`config.mk`:
```
export PLATFORM = sky130hd
export DESIGN_NAME = alu_arbiter
export DESIGN_NICKNAME = d
export VERILOG_FILES = /design/src/rtl/alu_arbiter.sv
export SDC_FILE = /design/constraint.sdc
export NUM_CORES = 1
export LEC_CHECK = 0
export BUFFER_PORTS_ARGS = -buffer_cell sky130_fd_sc_hd__buf_2
export CORE_AREA = 2 2 169 171
export DETAILED_ROUTE_END_ITERATION = 7
export DIE_AREA = 0 0 171 173
export GPL_TIMING_DRIVEN = 0
export HOLD_SLACK_MARGIN = 0.08
export PLACE_DENSITY = 0.81
export SYNTH_ARGS = -nofsm -noshare
export SYNTH_HDL_FRONTEND = slang
export SYNTH_SLANG_ARGS = --single-unit
```
`constraint.sdc`:
```
create_clock -name clk -period 6.35 [get_ports clk]
set_clock_uncertainty 0.05 [all_clocks]
set_input_delay 0.9525 -clock clk [delete_from_list [all_inputs] [get_ports clk]]
set_output_delay 0.9525 -clock clk [all_outputs]
set_load 0.005 [all_outputs]
```
`src/rtl/alu_arbiter.sv`:
```
// Round-robin arbiter sharing one 64-bit add/sub/and/xor ALU between two requesters.
// Optional condition-code register is enabled by defining ALU_ARB_CC_EN.
module alu_arbiter #(
  parameter int W = 64
) (
  input  logic         clk,
  input  logic         rst_n,
  input  logic         req0_valid,
  output logic         req0_ready,
  input  logic [1:0]   req0_op,
  input  logic [W-1:0] req0_a,
  input  logic [W-1:0] req0_b,
  input  logic         req1_valid,
  output logic         req1_ready,
  input  logic [1:0]   req1_op,
  input  logic [W-1:0] req1_a,
  input  logic [W-1:0] req1_b,
  output logic         rsp_valid,
  input  logic         rsp_ready,
  output logic         rsp_id,
  output logic [W-1:0] rsp_y,
  output logic         rsp_ovf,
  output logic         busy,
  output logic         cc_zf,
  output logic         cc_sf,
  output logic         cc_of
);

  localparam logic [1:0] IDLE = 2'd0;
  localparam logic [1:0] EXEC = 2'd1;
  localparam logic [1:0] RESP = 2'd2;

  logic [1:0]          state;
  logic                prio;
  logic                gnt0, gnt1;
  logic [1:0]          op_p0;
  logic signed [W-1:0] a_p0, b_p0;
  logic                id_p0;
  logic signed [W-1:0] y_p1;
  logic                ovf_p1;

  function automatic logic signed [W-1:0] alu_y(input logic [1:0] op,
                                                input logic signed [W-1:0] a,
                                                input logic signed [W-1:0] b);
    case (op)
      2'd0:    alu_y = a + b;
      2'd1:    alu_y = a - b;
      2'd2:    alu_y = a & b;
      default: alu_y = a ^ b;
    endcase
  endfunction

  function automatic logic alu_ovf(input logic [1:0] op,
                                   input logic signed [W-1:0] a,
                                   input logic signed [W-1:0] b,
                                   input logic signed [W-1:0] y);
    case (op)
      2'd0:    alu_ovf = (a[W-1] == b[W-1]) && (y[W-1] != a[W-1]);
      2'd1:    alu_ovf = (a[W-1] != b[W-1]) && (y[W-1] != a[W-1]);
      default: alu_ovf = 1'b0;
    endcase
  endfunction

  // Grant is purely a function of valids, state and prio; rsp_ready never reaches it.
  always_comb begin
    gnt0 = (state == IDLE) && req0_valid && (!req1_valid || !prio);
    gnt1 = (state == IDLE) && req1_valid && (!req0_valid ||  prio);
  end

  assign req0_ready = gnt0;
  assign req1_ready = gnt1;
  assign busy       = (state != IDLE);

  // Stage p0: capture the granted operation
  always_ff @(posedge clk) begin
    if (gnt0 || gnt1) begin
      op_p0 <= gnt1 ? req1_op : req0_op;
      a_p0  <= gnt1 ? req1_a  : req0_a;
      b_p0  <= gnt1 ? req1_b  : req0_b;
      id_p0 <= gnt1;
    end
  end

  // Stage p1: shared ALU on the captured operands
  always_comb begin
    y_p1   = alu_y(op_p0, a_p0, b_p0);
    ovf_p1 = alu_ovf(op_p0, a_p0, b_p0, y_p1);
  end

  always_ff @(posedge clk or negedge rst_n) begin
    if (!rst_n) begin
      state     <= IDLE;
      prio      <= 1'b0;
      rsp_valid <= 1'b0;
      rsp_y     <= '0;
      rsp_ovf   <= 1'b0;
      rsp_id    <= 1'b0;
    end else begin
      case (state)
        IDLE: begin
          if (gnt0 || gnt1) begin
            state <= EXEC;
            prio  <= gnt0;
          end
        end
        EXEC: begin
          rsp_y     <= y_p1;
          rsp_ovf   <= ovf_p1;
          rsp_id    <= id_p0;
          rsp_valid <= 1'b1;
          state     <= RESP;
        end
        RESP: begin
          if (rsp_ready) begin
            rsp_valid <= 1'b0;
            state     <= IDLE;
          end
        end
        default: state <= IDLE;
      endcase
    end
  end

`ifdef ALU_ARB_CC_EN
  // Flags load with the result, independent of which requester owns it.
  always_ff @(posedge clk or negedge rst_n) begin
    if (!rst_n) begin
      cc_zf <= 1'b0;
      cc_sf <= 1'b0;
      cc_of <= 1'b0;
    end else if (state == EXEC) begin
      cc_zf <= (y_p1 == '0);
      cc_sf <= y_p1[W-1];
      cc_of <= ovf_p1;
    end
  end
`else
  assign cc_zf = 1'b0;
  assign cc_sf = 1'b0;
  assign cc_of = 1'b0;
`endif

endmodule

```
---- After elaboration in Yosys (flattened, before gate mapping) ----
Index checks and enable logic that the tools add are counted.
word-level totals
  register bits ........................... 201
  bits in latches ......................... 0
  bits in writable memories ............... 0
  ROM bits ................................ 0
  input bits .............................. 265
  output and inout port bits .............. 73
  logic and storage cells ................. 52
  memories ................................ 0
operators by class
  add/subtract/negate cells ............... 2
  $mul .................................... 0
  div/mod/pow operators ................... 0
  order comparisons ....................... 0
  equality and inequality tests ........... 9
  shift operators ......................... 0
  multiplexer cells ....................... 10
  bitwise gates (word level) .............. 2
  reductions and logical operators ........ 19
operators with widths
  cell                                                             count
  64-bit case mux with 3 select lines                              1
  64-bit 2-to-1 mux                                                2
  64-bit adder                                                     1
  64-bit AND                                                       1
  64-bit subtractor                                                1
  64-bit XOR                                                       1
  1-bit logical AND                                                6
  2-bit 2-to-1 mux                                                 3
  2-bit case mux with 3 select lines                               1
  2-bit AND reduction                                              3
  2-bit by 1-bit == test with 1-bit output, second input constant  2
  2-bit == test, second input constant                             2
  2-bit zero test                                                  2
  1-bit case mux with 2 select lines                               2
  2-bit nonzero test                                               2
  1-bit zero test                                                  3
  1-bit logical OR                                                 3
  1-bit != test                                                    2
  2-bit by 1-bit != test with 1-bit output, second input constant  1
  2-bit != test, second input constant                             1
  1-bit == test                                                    1
  1-bit 2-to-1 mux                                                 1

---- Depth between registers and ports, before layout ----
Gate-level depths: netlist of the first run.
  word-level depth ........................ 6
  depth in mapped cells ................... 22
  depth with buffers taken out ............ 21

---- Least setup slack after synthesis of the first run ----
OpenSTA, ideal clock, no wires.
  path kind ............................... in2reg
  start ................................... input req0_valid
  end ..................................... register a_p0[0] (enable)
  arrival time ............................ 3.945 ns
  slack ................................... 1.213 ns
  cell stages on the path ................. 5
  buffers on the path ..................... 2
  path through ............................ nand2b_1 nand3_1 clkbuf_1 clkbuf_1 nand2_1
between the ends
  longest elaborated chain between the ends .. 4
  elaborated cells between the ends (all ways) .. 6
RTL lines
  element               RTL line  text
  from (decl)           8         input logic req0_valid,
  1-bit zero test       67        gnt1 = (state == IDLE) && req1_valid && (!req0_valid || prio);
  1-bit logical OR      67
  1-bit logical AND     67
  1-bit logical OR (*)  76        if (gnt0 || gnt1) begin
  to (signal assigned)  78        a_p0 <= gnt1 ? req1_a : req0_a;
  to (decl)             37        logic signed [W-1:0] a_p0, b_p0;
Every way passes the cells marked *; elsewhere a longest branch is shown, timed or not.
A chain may end at the register's enable or synchronous reset.

---- Worst setup path in the final report of the first run ----
  start ................................... register b_p0[4]
  end ..................................... register rsp_y[58]
between the ends
  longest elaborated chain between the ends .. 2
  elaborated cells between the ends (all ways) .. 3
RTL lines
  element                                            RTL line  text
  from (decl)                                        37
  from (signal assigned)                             79        b_p0 <= gnt1 ? req1_b : req0_b;
  64-bit subtractor or 64-bit adder (tied branches)  47, 46
  64-bit case mux with 3 select lines (*)            45        case (op)
  to (signal assigned)                               107       rsp_y <= y_p1;
  to (decl)                                          21        output logic [W-1:0] rsp_y,
Marks and branches as above.

==> results of run 1 <==
[sequential cells by signal, indices dropped and copies added (netlist names)]
| name | flops |
|---|---|
| rsp_y | 64 |
| rsp_ovf | 1 |
| state | 2 |
| rsp_valid | 1 |
| rsp_id | 1 |
| prio | 1 |
| a_p0 | 64 |
| id_p0 | 1 |
| op_p0 | 2 |
| b_p0 | 64 |
[stage by stage]
step | total power (µW) | hold slack, ns | TNS, ns
finish | 11600 | 0.344 | 0
global route | 12400 | 0.364 | -0.0459
CTS | 11400 | 0.342 | 0
detailed placement | 9990 | 0.382 | -0.888
global placement | 9880 | 0.370 | -195.14
floorplan | 7730 | 0.365 | 0
[synth_stat cells, types with 3 or more instances]
cell type,number
nand2_1,561
edfxtp_1,131
ha_1,128
o21ai_0,127
a21oi_1,119
nor2_1,94
clkbuf_1,78
dfrtp_1,70
xnor2_1,64
mux2i_1,55
xor2_1,55
a21o_1,36
nand3_1,25
nor3_1,25
nand2b_1,22
inv_1,20
nand4_1,19
buf_1,13
mux2_2,13
o211ai_1,12
o21bai_1,12
a31oi_1,10
o221ai_1,10
o31ai_1,10
and3_1,9
o41ai_1,9
or3_1,9
nor4_1,7
a211oi_1,6
o21a_1,6
a21boi_0,5
nor2b_1,5
or4_1,5
and2_1,4
buf_4,4
a211o_1,3
a31o_2,3
a41oi_1,3
nor3b_1,3
[critical path: stages, from the launching register on]
cell and delay (ns):
edfxtp_1 0.52, or4_1 0.63, or3_1 0.50, or2_2 0.39
nor4_4 0.28, nand2_1 0.13, o31ai_1 0.28, xor2_1 0.11
ha_1 0.28, clkbuf_1 0.26, nand4_1 0.22, nor3_1 0.29
o211ai_1 0.13, a21oi_1 0.23, nor2_1 0.16, o41a_1 0.46
o41ai_4 0.32, buf_4 0.21, a41oi_1 0.15, mux2i_1 0.30
o211ai_1 0.14
[area by class of cell]
cell class | instances | area (µm²)
Fill cell | 2375 | 9330
Multi-Input combinational cell | 1509 | 9180
Sequential cell | 201 | 5690
Timing Repair Buffer | 339 | 1760
Clock buffer | 31 | 646
Tap cell | 378 | 473
Buffer | 94 | 368
Clock inverter | 10 | 106
Inverter | 21 | 78.8
[per-layer routing]
layer | GRT usage | part of all wire | vias to the layer above
met5 | 0 | 0 | -
li1 | - | - | 7146
met1 | 0.453 | 0.42 | 7051
met2 | 0.559 | 0.46 | 675
met4 | 0.129 | 0.041 | 0
met3 | 0.0556 | 0.077 | 119
[where the power goes]
group	leakage, µW	switching (µW)	total (µW)	internal (µW)
registers	0.00212	524	2650	2120
logic	0.00625	4730	7600	2860
clock network	0.000364	553	1340	792
total	0.00874	5810	11600	5780
[cell usage in the layout, fill, tap and decap left out, drive strengths merged, types with 4 or more instances in the layout]
cell type	count
nand2	561
buf	356
edfxtp	131
ha	128
o21ai	127
a21oi	119
clkbuf	108
nor2	94
dfrtp	70
xnor2	64
xor2	55
mux2i	55
a21o	36
nor3	26
nand3	25
nand2b	22
inv	20
nand4	20
mux2	13
o211ai	12
o21bai	12
o41ai	11
a31oi	10
o221ai	10
or3	10
o31ai	10
and3	10
nor4	8
or4	7
clkinv	7
a211oi	6
o21a	6
a21boi	5
nor2b	5
and2	4
[worst max-delay path by stage]
| stage | endpoint |
|---|---|
| global route | rsp_ovf |
| detailed placement | rsp_y[58] |
| CTS | rsp_ovf |
| global placement | a_p0[36] |
| finish | rsp_y[58] |
| floorplan | a_p0[0] |
[logic make-up after synthesis]
| family | share of synthesized area |
|---|---|
| fa+ha+maj | 0.106 |
| buf+inv | 0.0295 |
| mux | 0.0457 |
| other cells | 0.000246 |
| compound gates | 0.154 |
| simple gates | 0.223 |
| xor+xnor | 0.0684 |
| flops | 0.373 |
[timing repair]
item | in CTS | in global routing
gates cloned | 0 | 0
endpoints found under the hold margin | 0 | 0
setup buffers | 0 | 1
endpoints found under the setup margin | 5 | 7
resized for setup | 4 | 6
pin swaps | 0 | 1
==> results_dict.tcl, run 1 <==
set metrics [dict create \
    grt_usage 0.341 \
    cts_hold_buffers 0 \
    post_route_cells_drive_above_1_share 0.188 \
    timing.fmax_mhz 161 \
    placed_cells 2541 \
    grt_max_degree 57 \
    synth_top_cell_by_area "edfxtp_1" \
    post-route-worst-setup-slack_ns 0.147 \
    ffs_latches_synth 201 \
    worstMarginPinSlew_ns 1.34 \
    final_net_count 2583 \
    drc_errors 0 \
    cts-root-buf "clkbuf_16" \
    fp_rows 61 \
    cp_data_required_time_ns 6.67 \
    coreArea_um2 27600 \
    synth-edff-count 131 \
    timing.slew.headroom 0.106 \
    grt_pass1_wl_um 78800 \
    syn-cell-area_um2 15200 \
    floorplan.initialDensity 0.552 \
    layoutNonFillerInstCount 2583 \
    warnings_synthesis 0 \
    r2r_start "b_p0[4]" \
    timing.critical_path.from_type "register" \
    final.period_utilization 0.977 \
    boundaryPins 338 \
    number_of_clock_buffers_inserted_by_tritoncts 23 \
    crit_start "b_p0[4]" \
    critical_path_peak_fanout 7 \
    drt-initial-drc-count 1274 \
    dp_hpwl_um 39800 \
    worstSetupEndpointType "register" \
    max-cap-violations 0 \
    die_height_um 173 \
    numClockSinks 201 \
    syn_avg_cell_area_um2 8.36 \
    final_design_area_no_fill_um2 18300 \
    ys_async_sr_fraction 0.348 \
    detail_route.first_pass.iterations 5 \
    postLayoutCoreUtil 0.662 \
    crit_type "register to register" \
    syn2layout_area_growth_pct 20.0 \
    detailedPlace.worstSlack_ns -0.238 \
    vdd.ir_drop.worst_uv 331 \
    buffer_ports.inserted 334 \
    via_per_inst 5.80 \
    maxSlewViolCount 0 \
    globalRoute.totalOverflow 0 \
    placedInstanceArea_um2 17500 \
    die_area_um2 29600 \
    detail_route.wirelength_um 51400 \
    crit_arrival_ns 6.53 \
    routed_wire_length_per_instance_um 19.9 \
    yosysUniqueCellTypes 67 \
    outcome "finished, final reports clean" \
    synth_cells 1824 \
    netlist.area_leader.share 0.258 \
    clock_insertion_delay_worst_skew_ns 0.52 \
    unrepaired_setup_endpoints_after_global_routing "yes" \
    clock_tree.htree_level_count 1 \
    antenna_cells_inserted 0 \
    finalHoldViolCount 0 \
    place.gp.congestion 0.959 \
    cts_tree "built" \
    initial_antenna_violation_count 0 \
    number_of_global_route_vias_before_repair 14400 \
    powerDensity_nw_per_um2 633 \
    die_w_um 171 \
    reg2reg_slack_ns 0.15 \
    postSynth.topFlopCell "edfxtp_1" \
    worst_r2r_path_depth 20 \
    antenna_left 0 \
    cts.clk_slew.worst_paths_ns 0.06 \
    clock_tree.buffer_depth 3 \
    seq_area_frac_synth 0.373 \
    power_leakage_uw 0.00874 \
    most_area_consuming_cells_after_synthesis "edfxtp_1 (26%), nand2_1 (14%), dfrtp_1 (11%)" \
    holdCritPathClass "primary input to async pin" \
    period_needed_ns 6.20 \
    detailroute.via_count 15000 \
    timing.rr.end "rsp_y[58]" \
    setup_viol 0 \
]
Note: power is estimated with default switching activity, not from simulation.
==> run 2, diff against run 1 <==
- ABC_AREA: unset -> 1
- CORE_AREA: 2 2 169 171 -> 2 2 178 180
- DIE_AREA: 0 0 171 173 -> 0 0 180 182
- PLACE_DENSITY: 0.81 -> 0.79
==> run 2 against run 1 <==
Power rose by 9.9%. Critical path depth did not move. Synthesized cell count rose by 30%. Count of clock-buffer cells in the layout fell by 4. Worst setup slack improved by 1.2 ns. Die area rose by 11%. Core utilization fell by 2.5 points. Non-clock buffer count fell by 26. Critical endpoint is now rsp_y[62]. Worst hold slack got worse by 0.023 ns. Clock power rose by 10%. Sequential power rose by 7%.
==> results_dict.tcl, run 2 <==
set metrics [dict create \
    power_frac_comb 0.662 \
    netSwitchingPower_uw 7120 \
    synth-edff-count 131 \
    critical_path_peak_fanout 10 \
    detailroute.via_count 18800 \
    die_w_um 180 \
    via_per_inst 5.95 \
    grt.met2_usage 0.653 \
    coreArea_um2 31000 \
    most_area_consuming_cells_after_synthesis "edfxtp_1 (24%), nand2_1 (17%), dfrtp_1 (11%)" \
    synth_most_common_cell "nand2_1" \
    p_clk_frac 0.117 \
    cts_hold_buffers 0 \
    boundaryPins 338 \
    timing.slew.headroom 0.258 \
    initial_antenna_violation_count 2 \
    grt_use_met1 0.572 \
    powerDensity_nw_per_um2 645 \
    ys_async_sr_fraction 0.348 \
    max-cap-violations 0 \
    period_needed_ns 4.98 \
    die_height_um 182 \
    final-seq-area_um2 5690 \
    clock_insertion_delay_worst_skew_ns 0.58 \
    post_route_cells_drive_above_1_share 0.151 \
    num-fill-cells 2733 \
    yosysUniqueCellTypes 50 \
    worst_hold_slack_ns 0.322 \
    drc_errors 0 \
    grt_usage 0.427 \
    netlist.area_leader.share 0.236 \
    syn2layout_area_growth_pct 18.5 \
    cp_data_required_time_ns 6.75 \
    top_usage_layer_grt "met2" \
    finalPower_uw 12700 \
    cts_tree "built" \
    crit_type "register to register" \
    syn-cell-area_um2 16700 \
    antenna_left 0 \
    numClockSinks 201 \
    fp_rows 65 \
    mostFrequentLayoutCells "nand2_1 (773), buf_2 (334), nor2_1 (304)" \
    number_of_global_route_vias_before_repair 17900 \
    clock_tree.buffer_depth 3 \
    syn_avg_cell_area_um2 7.01 \
    holdCritPathClass "primary input to async pin" \
    seq_area_frac_synth 0.341 \
    post-route-worst-setup-slack_ns 1.37 \
    final_net_count 3136 \
    share_of_total_power_in_sequential_cells 0.222 \
    finalHoldViolCount 0 \
    die_area_um2 32800 \
    unrepaired_setup_endpoints_after_global_routing "no" \
    detail_route.first_pass.iterations 6 \
    crit_arrival_ns 5.39 \
    cts_resized 0 \
    synth_cells 2377 \
    ffs_latches_synth 201 \
    grt_pass1_wl_um 105000 \
    cts_setup_buffers 0 \
    dp_hpwl_um 58900 \
    buffer_ports.inserted 334 \
    multi_input_area_um2 9760 \
    timing.fmax_mhz 201 \
    synth_top_cell_by_area "edfxtp_1" \
    number_of_clock_buffers_inserted_by_tritoncts 25 \
    vdd.ir_drop.worst_uv 479 \
    power_leakage_uw 0.00942 \
    worstMarginPinSlew_ns 1.11 \
    worstSetupEndpointType "register" \
    synth.top_cells.by_count "nand2_1 (774), nor2_1 (304), inv_1 (248)" \
    place.gp.congestion 1.05 \
    largest_registers "a_p0 x64, b_p0 x64, rsp_y x64" \
    detailedPlace.worstSlack_ns 1.68 \
    layout.cells.most_common "nand2_1" \
    cts-root-buf "clkbuf_16" \
    floorplan.initialDensity 0.538 \
    drt-initial-drc-count 2498 \
    routed_wire_length_per_instance_um 22.7 \
    timing.critical_path.from_type "register" \
    setup_viol 0 \
    maxSlewViolCount 0 \
    cts.clk_slew.worst_paths_ns 0.06 \
    final.period_utilization 0.785 \
    antenna_cells_inserted 0 \
    cellInternalPower_uw 5620 \
    postSynth.topFlopCell "edfxtp_1" \
    groute.layer.met3.usage 0.110 \
    sw_frac_of_total 0.559 \
    globalRoute.totalOverflow 0 \
    outcome "finished, final reports clean" \
    grt_max_degree 77 \
    detail_route.wirelength_um 71700 \
    clock_tree.htree_level_count 1 \
    warnings_synthesis 0 \
]
==> run 2: changes by cell type after synthesis, moves of 42 or more <==
cell and delta:
a221oi_1 +45, nor2_1 +210, inv_1 +228, mux2i_1 -55
nand3_1 +70, nand2_1 +213, xnor2_1 -42
==> run 2: worst max-delay path, cell delays in order (launching register included) <==
cell	delay [ns]
edfxtp_1	0.62
nor2_4	0.13
inv_1	0.11
buf_6	0.15
clkbuf_1	0.57
o21ai_0	0.30
fa_1	0.51
inv_1	0.08
nand3_1	0.07
nand2_1	0.36
nand2_1	0.09
nand2_1	0.26
nand2_1	0.09
nand2_1	0.11
a21oi_1	0.17
o21ai_1	0.61
nand3_1	0.19
nand2_1	0.11
nand2_1	0.05
nand3_1	0.15
nand2_1	0.08
==> run 2: final cells by class <==
type	instances	area share
Inverter	250	0.0475
Sequential cell	201	0.288
Buffer	71	0.0145
Clock inverter	19	0.00945
Timing Repair Buffer	336	0.0876
Clock buffer	27	0.0326
Tap cell	402	0.0255
Multi-Input combinational cell	1857	0.495
==> run 2: logic make-up (layout without fill, tap and decap cells) <==
| group | after synthesis | after routing | share of synthesized area |
|---|---|---|---|
| AO/OA/AOI/OAI | 367 | 367 | 0.133 |
| XOR/XNOR | 73 | 73 | 0.0384 |
| adder cells (fa/ha/maj) | 129 | 129 | 0.0973 |
| buffers and inverters | 321 | 703 | 0.0735 |
| flip-flops | 201 | 201 | 0.341 |
| other | 1 | 3 | 0.000225 |
| AND/OR/NAND/NOR | 1285 | 1285 | 0.316 |
==> run 2: through the flow <==
stage / utilization / setup TNS (ns) / cell area [µm²] / std cells
3_5_place_dp: 0.610 / 0 / 18900 / 3117
4_1_cts: 0.637 / 0 / 19700 / 3163
3_3_place_gp: 0.608 / -67.93 / 18800 / 3115
6_report: 0.637 / 0 / 19700 / 3163
5_1_grt: 0.637 / 0 / 19700 / 3163
2_1_floorplan: - / 0 / 16700 / 2379
==> run 2: path summary, 6_finish.rpt <==
check | from | to | slack (ns) | cells past startpoint
setup / recovery | op_p0[1] | rsp_y[62] | 1.37 | 20
hold / removal | rst_n | rsp_y[4] | 0.32 | 1
setup reg to reg | op_p0[1] | rsp_y[62] | 1.37 | 20
hold reg to reg | rsp_y[56] | rsp_y[56] | 0.47 | 2
max in group asynchronous | rst_n | rsp_y[60] | 5.27 | 2
min in group clk | rsp_y[56] | rsp_y[56] | 0.47 | 2
==> run 2: power by group through the flow <==
| stage | combinational, µW | clock [µW] | sequential (µW) |
|---|---|---|---|
| after floorplan | 5210 | 0 | 2580 |
| after global placement | 7830 | 0 | 2850 |
| after detailed placement | 8020 | 0 | 2790 |
| after CTS | 8090 | 1470 | 2770 |
| after global routing | 9140 | 1520 | 2840 |
| final | 8430 | 1480 | 2830 |
==> run 2: metal layers <==
layer,vias to the layer above,share of wire
met5,-,0.00033
met4,4,0.052
met3,244,0.13
met2,1358,0.43
met1,8593,0.39
li1,8635,-
==> run 3, diff against run 2 <==
- CORE_AREA: 2 2 178 180 -> 2 2 184 186
- DIE_AREA: 0 0 180 182 -> 0 0 186 188
- PLACE_DENSITY: 0.79 -> 0.77
- clock period: 6.35 -> 4.11 ns (I/O delays scaled with it)
==> run 3 against run 2 <==
Combinational power grew 76%. Maximum frequency grew 21%. Largest power group unchanged. Critical endpoint is now rsp_ovf. Sequential share of layout area shrank 2.0 points. Register-to-register slack lost 1.4 ns. Wire length grew 4.0%. Final cell count grew 3.1%.
==> results_dict.tcl, run 3 (synthesis results as in run 2) <==
set metrics [dict create \
    outcome "finished, final reports clean" \
    power_leakage_uw 0.00980 \
    detailroute.via_count 19200 \
    netSwitchingPower_uw 11900 \
    grt_usage 0.416 \
    timing.slew.headroom 0.301 \
    clock_tree.buffer_depth 3 \
    cellInternalPower_uw 9490 \
    die_height_um 188 \
    layout.cells.most_common "nand2_1" \
    mostFrequentLayoutCells "nand2_1 (741), buf_2 (335), nor2_1 (249)" \
    cts.clk_slew.worst_paths_ns 0.06 \
    final_net_count 3190 \
    timing.critical_path.from_type "register" \
    crit_type "register to register" \
    sw_frac_of_total 0.556 \
    via_per_inst 5.88 \
    aggregate_negative_setup_slack_ns 0 \
    detail_route.wirelength_um 74500 \
    max-cap-violations 0 \
    routed_wire_length_per_instance_um 22.8 \
    drt-initial-drc-count 2062 \
    post_route_cells_drive_above_1_share 0.243 \
    number_of_global_route_vias_before_repair 18000 \
    unrepaired_setup_endpoints_after_global_routing "yes" \
    drc_errors 0 \
    coreArea_um2 33100 \
    antenna_left 0 \
    initial_antenna_violation_count 0 \
    final.period_utilization 0.998 \
    powerDensity_nw_per_um2 1010 \
    boundaryPins 338 \
    clock_tree.htree_level_count 1 \
    grt_max_degree 132 \
    timing.fmax_mhz 244 \
    num-fill-cells 2940 \
    vdd.ir_drop.worst_uv 1210 \
    number_of_clock_buffers_inserted_by_tritoncts 24 \
    clock_insertion_delay_worst_skew_ns 0.57 \
    finalPower_uw 21400 \
    worstMarginPinSlew_ns 1.05 \
    buffer_ports.inserted 334 \
    finalHoldViolCount 0 \
    period_needed_ns 4.10 \
    fp_rows 67 \
    cts-root-buf "clkbuf_16" \
    largest_registers "a_p0 x64, b_p0 x64, rsp_y x64" \
    share_of_total_power_in_sequential_cells 0.203 \
    globalRoute.totalOverflow 0 \
    antenna_cells_inserted 0 \
    dp_hpwl_um 59700 \
    final_design_area_no_fill_um2 21200 \
    detail_route.first_pass.iterations 7 \
    power_frac_comb 0.695 \
    p_clk_frac 0.102 \
    die_w_um 186 \
    numClockSinks 201 \
    placedInstanceArea_um2 18900 \
    setup_viol 0 \
    worstSetupEndpointType "register" \
    cts_tree "built" \
    die_area_um2 35000 \
    grt_pass1_wl_um 107000 \
    place.gp.congestion 1.02 \
    cp_data_required_time_ns 4.51 \
    floorplan.initialDensity 0.503 \
    holdCritPathClass "primary input to register" \
    critical_path_peak_fanout 10 \
    maxSlewViolCount 0 \
    crit_arrival_ns 4.50 \
    syn2layout_area_growth_pct 27.4 \
]
run 3: routing by layer:
metal,routed length (µm),GRT usage
met1,30700,0.584
met2,32100,0.624
met3,8230,0.0853
met4,3460,0.172
met5,0,0
run 3: cell type report:
class                           count  area (µm²)  area share
Multi-Input combinational cell   1857       10800       0.510
Sequential cell                   201        5690       0.268
Timing Repair Buffer              391        2120       0.100
Inverter                          250         941      0.0443
Clock buffer                       30         643      0.0303
Tap cell                          448         561      0.0264
Buffer                             71         295      0.0139
Clock inverter                     14         143     0.00672
run 3: worst paths after layout:
path / end / cells after the start / start / slack (ns)
setup / recovery: rsp_ovf / 23 / op_p0[0] / 0.007
hold / removal: state[1] / 2 / rsp_ready / 0.25
setup reg to reg: rsp_ovf / 23 / op_p0[0] / 0.007
hold reg to reg: rsp_id / 2 / id_p0 / 0.41
max in group asynchronous: rsp_y[60] / 3 / rst_n / 2.90
min in group asynchronous: rsp_y[34] / 2 / rst_n / 0.44
run 3: what timing repair did:
action / 4_1_cts / 5_1_grt
endpoints found under the hold margin: 13 / 0
hold buffers: 1 / 0
setup buffers: 27 / 28
setup endpoints to repair: 48 / 48
pin swaps: 22 / 39
gates resized for setup: 119 / 185
run 3: power by group through the flow:
stage          Clock [µW]  Sequential [µW]  Combinational, µW
2_1_floorplan           0             3940               8050
3_3_place_gp            0             4340              12300
3_5_place_dp            0             4310              12500
4_1_cts              2170             4260              13200
5_1_grt              2240             4360              15900
6_report             2180             4330              14800
run 3: stage by stage:
stage / utilization / hold slack [ns] / setup WS, ns / cells
after floorplan: - / 0.271 / 0.678 / 2379
after global placement: 0.571 / 0.387 / -0.835 / 3161
after detailed placement: 0.572 / 0.399 / -0.604 / 3162
after CTS: 0.615 / 0.242 / -0.0658 / 3234
after global routing: 0.641 / 0.265 / -0.142 / 3262
final: 0.641 / 0.248 / 0.00717 / 3262
run 3: critical path: stages, from the launching register on:
cell      delay (ns)
edfxtp_1        0.47
inv_1           0.16
nor2_4          0.06
inv_1           0.09
buf_6           0.17
clkbuf_2        0.37
nand2_1         0.13
o21ai_1         0.16
inv_1           0.07
ha_1            0.18
a21oi_1         0.38
nand2_1         0.31
nand2_1         0.12
nand2_1         0.11
nand2_1         0.08
nand2_1         0.16
nand2_1         0.15
nand2_2         0.11
a21oi_2         0.24
nand2_1         0.10
nand3_2         0.09
nand3_2         0.09
nand3_2         0.07
nand2_1         0.06
